<file path="src/rtl/sha3_state_serializer.sv">
// +----------------------------------------------------------------------------+
// | sha3_state_serializer: double-buffered 25-lane state capture, lane stream. |
// | Rev 1.0                                                                    |
// +----------------------------------------------------------------------------+
`default_nettype none

module sha3_state_serializer #(
  parameter int OUT_LANES = 25
) (
  input  logic             clk,
  input  logic             rstn,
  input  logic             good,
  input  logic [4:0][63:0] isa,
  input  logic [4:0][63:0] isb,
  input  logic [4:0][63:0] isc,
  input  logic [4:0][63:0] isd,
  input  logic [4:0][63:0] ise,
  output logic [63:0]      odata,
  output logic [4:0]       olane,
  output logic             ovalid,
  input  logic             oready,
  output logic             olast,
  output logic [1:0]       pending,
  output logic             overflow
);

  localparam int         NUM_LANES = 25;
  localparam logic [4:0] LAST_LANE = 5'(OUT_LANES - 1);

  if (OUT_LANES < 1 || OUT_LANES > NUM_LANES) begin : g_bad_out_lanes
    $error("sha3_state_serializer: OUT_LANES must be within 1..25");
  end

  logic [63:0] r_slot [2][NUM_LANES];
  logic        r_wr_ptr;
  logic        r_rd_ptr;
  logic [4:0]  r_lane;
  logic [1:0]  r_pending;
  logic        r_overflow;

  logic [63:0] w_lanes [NUM_LANES];
  logic        w_valid;
  logic        w_last;
  logic        w_xfer;
  logic        w_done;
  logic        w_capture;
  logic        w_drop;

  always_comb begin
    for (int c = 0; c < 5; c++) begin
      w_lanes[c]      = isa[c];
      w_lanes[5 + c]  = isb[c];
      w_lanes[10 + c] = isc[c];
      w_lanes[15 + c] = isd[c];
      w_lanes[20 + c] = ise[c];
    end
  end

  // A completing transfer frees the read slot this edge, so a full buffer can
  // still accept a new state into it while the old lane is on the output.
  assign w_valid   = (r_pending != 2'd0);
  assign w_last    = w_valid && (r_lane == LAST_LANE);
  assign w_xfer    = w_valid && oready;
  assign w_done    = w_xfer && w_last;
  assign w_capture = good && ((r_pending != 2'd2) || w_done);
  assign w_drop    = good && !w_capture;

  always_ff @(posedge clk) begin
    if (!rstn) begin
      for (int s = 0; s < 2; s++) begin
        for (int k = 0; k < NUM_LANES; k++) begin
          r_slot[s][k] <= '0;
        end
      end
      r_wr_ptr   <= 1'b0;
      r_rd_ptr   <= 1'b0;
      r_lane     <= '0;
      r_pending  <= '0;
      r_overflow <= 1'b0;
    end else begin
      if (w_capture) begin
        for (int k = 0; k < NUM_LANES; k++) begin
          r_slot[r_wr_ptr][k] <= w_lanes[k];
        end
        r_wr_ptr <= ~r_wr_ptr;
      end

      if (w_done) begin
        r_rd_ptr <= ~r_rd_ptr;
        r_lane   <= '0;
      end else if (w_xfer) begin
        r_lane <= r_lane + 5'd1;
      end

      case ({w_capture, w_done})
        2'b10:   r_pending <= r_pending + 2'd1;
        2'b01:   r_pending <= r_pending - 2'd1;
        default: r_pending <= r_pending;
      endcase

      if (w_drop) begin
        r_overflow <= 1'b1;
      end
    end
  end

  assign odata    = r_slot[r_rd_ptr][r_lane];
  assign olane    = r_lane;
  assign ovalid   = w_valid;
  assign olast    = w_last;
  assign pending  = r_pending;
  assign overflow = r_overflow;

endmodule

`default_nettype wire

</file>
<file path="config.mk">
export PLATFORM = sky130hd
export DESIGN_NAME = sha3_state_serializer
export DESIGN_NICKNAME = d
export VERILOG_FILES = /design/src/rtl/sha3_state_serializer.sv
export SDC_FILE = /design/constraint.sdc
export NUM_CORES = 2
export LEC_CHECK = 0
export CORE_AREA = 2 2 656 658
export CTS_BUF_LIST = sky130_fd_sc_hd__clkbuf_2
export DETAILED_ROUTE_END_ITERATION = 10
export DIE_AREA = 0 0 658 660
export DONT_BUFFER_PORTS = 1
export SETUP_SLACK_MARGIN = 0.15
export SLEW_MARGIN = 15
export SYNTH_ARGS = -nofsm -noshare
export SYNTH_HDL_FRONTEND = slang
export SYNTH_SLANG_ARGS = --single-unit
</file>
<file path="constraint.sdc">
create_clock -name clk -period 162.3 [get_ports clk]
set_input_delay 32.46 -clock clk [delete_from_list [all_inputs] [get_ports clk]]
set_output_delay 32.46 -clock clk [all_outputs]
set_load 0.01 [all_outputs]
</file>
==> impl_metrics.py <==
metrics = {
    "floorplan": {
        "rows": 240,
        "die_h_um": 660,
        "die_area_mm2": 0.434,
        "chipWidth_um": 658,
        "core_area_mm2": 0.427,
        "ios": 1678,
        "initial_core_util_pct": 33.8,
    },
    "sta": {
        "fmax_mhz": 24.0,
        "drv_slew": 173,
        "finClkSkew_ps": 204,
        "fin_crit_ps": 41700,
        "tightestPinTransition_ps": 1600,
        "setup_viol": 0,
        "tns_ps": 0,
        "max_slew_margin_pct": -6.50,
        "hold_viol": 0,
        "rsz0062_at_grt": "no",
        "fin_crit_sh_pct": 25.7,
    },
    "worst_hold_path": {
        "hold_path.class": "register to register",
    },
    "outcome": {
        "violations": "slew limit",
        "status": "finished with violations",
    },
    "power_and_ir_drop": {
        "switching_share_pct": 28.3,
        "combPwrFrac_pct": 10.5,
        "p_clk_share_pct": 32.3,
        "p_int_uw": 1270,
        "power_density_mw_per_mm2": 11.1,
        "pwr-share-seq_pct": 57.2,
        "leakage_uw": 0.0616,
        "peakVddDrop_uv": 6.54,
        "p_switching_uw": 502,
    },
    "clocking": {
        "clockBufferDepth": 4,
        "cts_resized": 0,
        "clock-root-buffer": "clkbuf_2",
        "worstSkewPairLatency_ps": 2290,
        "cts_tree": "done",
        "cts.sinks": 3211,
        "ctsHoldBuffers": 0,
        "htree_levels": 6,
        "clkTransAtPathRegs_ps": 100,
        "numCtsBuffers": 827,
        "post_cts_buffers": 0,
    },
    "drt": {
        "via_per_inst": 5.50,
        "wirelength_mm": 593,
        "dr.pass1.iters": 6,
        "drc": 0,
        "via_count": 89200,
        "first_iter_violations": 10600,
        "drtAntennaViolNets": 0,
        "wl_per_cell_um": 36.5,
    },
    "synth": {
        "synth_xor_area_share_pct": 0.0425,
        "synthTopCellsByArea": "edfxtp_1 (67%), mux4_2 (9.1%), and2_1 (7.0%)",
        "yosysMostFrequentCell": "edfxtp_1",
        "syn_avg_cell_area_um2": 15.8,
        "syn_nets": 10700,
        "synth_top_cell_by_area": "edfxtp_1",
        "synth_top_family_by_area": "simple AND/OR/NAND/NOR gates",
        "ys_seq_elements": 3211,
        "synthMuxAreaShare_pct": 12.9,
        "yosys.area_share.simple_pct": 14.4,
        "yosysUniqueCellTypes": 51,
        "yosys-top-cells-count": "edfxtp_1 (3,200), and2_1 (1,604), and3_1 (1,601)",
        "netlist_instances": 9130,
        "synth_compound_area_share_pct": 3.10,
        "synth_top_area_share_pct": 66.6,
        "synth_fa_ha_area_share_pct": 0.0260,
        "syn_area_mm2": 0.144,
        "seq_area_frac_synth_pct": 66.7,
        "synthArstFlopShare_pct": 0,
        "yosysWarnings": 0,
        "synth-edff-count": 3200,
        "synth_top_flop_cell": "edfxtp_1",
    },
    "place": {
        "place_hpwl_mm": 428,
        "place_area_mm2": 0.151,
        "port_buffers": 0,
        "place_congestion": 0.982,
    },
    "global_route": {
        "gr-usage-all-layers_pct": 26.3,
        "grt_max_degree": 340,
        "grt.overflow.total": 0,
        "grt_antenna_before_repair": 476,
        "grt_pass1_vias": 87800,
        "grt_pass1_wl_mm": 772,
    },
    "worst_setup_path": {
        "crit_type": "register to primary output",
        "worstPathRequired_ps": 129840,
        "endpoint_kind": "primary output",
        "crit_path_max_fanout": 46,
        "cp-start-kind": "register",
        "cp.arrival_ps": 9240,
    },
    "finish": {
        "final_cell_area_mm2": 0.160,
        "finalNetCount": 11000,
        "synthToLayoutAreaGrowth_pct": 10.5,
        "drive_gt1_share_pct": 23.6,
        "fillers": 40500,
    },
    "flow_run": {
        "drv_cap": 0,
    },
}
## flip-flops by register name, indices dropped and copies added (netlist names), named ones only
| name | flops |
|---|---|
| r_slot | 3200 |
| olane | 5 |
| pending | 2 |
| overflow | 1 |
| r_rd_ptr | 1 |
| r_wr_ptr | 1 |
## final timing paths
check | startpoint | end | slack (ps) | cells after the start
max | register | odata[26] | 120600 | 10
min | r_rd_ptr | r_rd_ptr | 550 | 2
max reg2reg | olane[0] | r_slot[0][871] | 153770 | 12
min reg2reg | r_rd_ptr | r_rd_ptr | 550 | 2
## metrics by stage
stage	utilization (%)	setup WS (ps)	total power [µW]	std cells	hold WS, ps
3_3_place_gp	35.2	122770	1210	14200	491
2_1_floorplan	-	17270	1310	9130	472
4_1_cts	37.0	120020	1790	15700	559
5_1_grt	37.2	120110	1840	16000	617
3_5_place_dp	35.3	122710	1220	14200	530
6_report	37.4	120600	1770	16200	547
## layout by cell type (no fill, tap or decap), types with 33 or more instances in the layout
| cell type | instances |
|---|---|
| a21oi_1 | 35 |
| a221o_1 | 47 |
| a221oi_1 | 74 |
| a221oi_2 | 34 |
| a22oi_1 | 217 |
| and2_1 | 1602 |
| and3_1 | 1601 |
| buf_4 | 233 |
| clkbuf_2 | 1197 |
| clkinv_1 | 157 |
| clkinv_2 | 33 |
| diode_2 | 542 |
| edfxtp_1 | 3200 |
| mux2_2 | 111 |
| mux2i_1 | 430 |
| mux4_2 | 580 |
| nand2_1 | 54 |
| nand3_1 | 56 |
## critical path: stages (launching register included)
cell and delay (ps):
dfxtp_4 540, buf_4 770, buf_4 700, buf_4 630, buf_4 640, buf_4 830, buf_4 640, mux4_2 580
o21ai_0 850, buf_4 280, a41oi_1 290
## routing by layer
layer | wire length [µm] | track usage [%] | vias up
met5 | 1810 | 0 | -
met4 | 42500 | 18.7 | 256
met3 | 63000 | 10.0 | 1466
met2 | 289000 | 43.0 | 4947
met1 | 197000 | 28.0 | 45400
li1 | - | - | 37200
## cells by family after synthesis
group / after synthesis
AOI/OAI and AO/OA: 574
xor gates and xnor gates: 7
adders and majority gates: 3
buffers and inverters: 854
DFF: 3211
muxes: 1123
and+or+nand+nor: 3358
## layout make-up
class | count | area (µm²) | area share (%)
Clock inverter | 250 | 1580 | 0.990
Tap cell | 5687 | 7120 | 4.46
Inverter | 9 | 47.5 | 0.0298
Multi-Input combinational cell | 5065 | 44700 | 28.0
Clock buffer | 1197 | 5990 | 3.76
Sequential cell | 3211 | 96300 | 60.4
Timing Repair Buffer | 271 | 2420 | 1.52
Antenna cell | 542 | 1360 | 0.850
## power groups by stage
stage	Clock (µW)	Sequential (µW)	Combinational [µW]
final	574	1010	186
after global placement	0	1030	184
after floorplan	0	1200	112
after global routing	623	1020	196
after detailed placement	0	1030	187
after CTS	584	1010	188
Note: power is estimated with default switching activity, not from simulation.
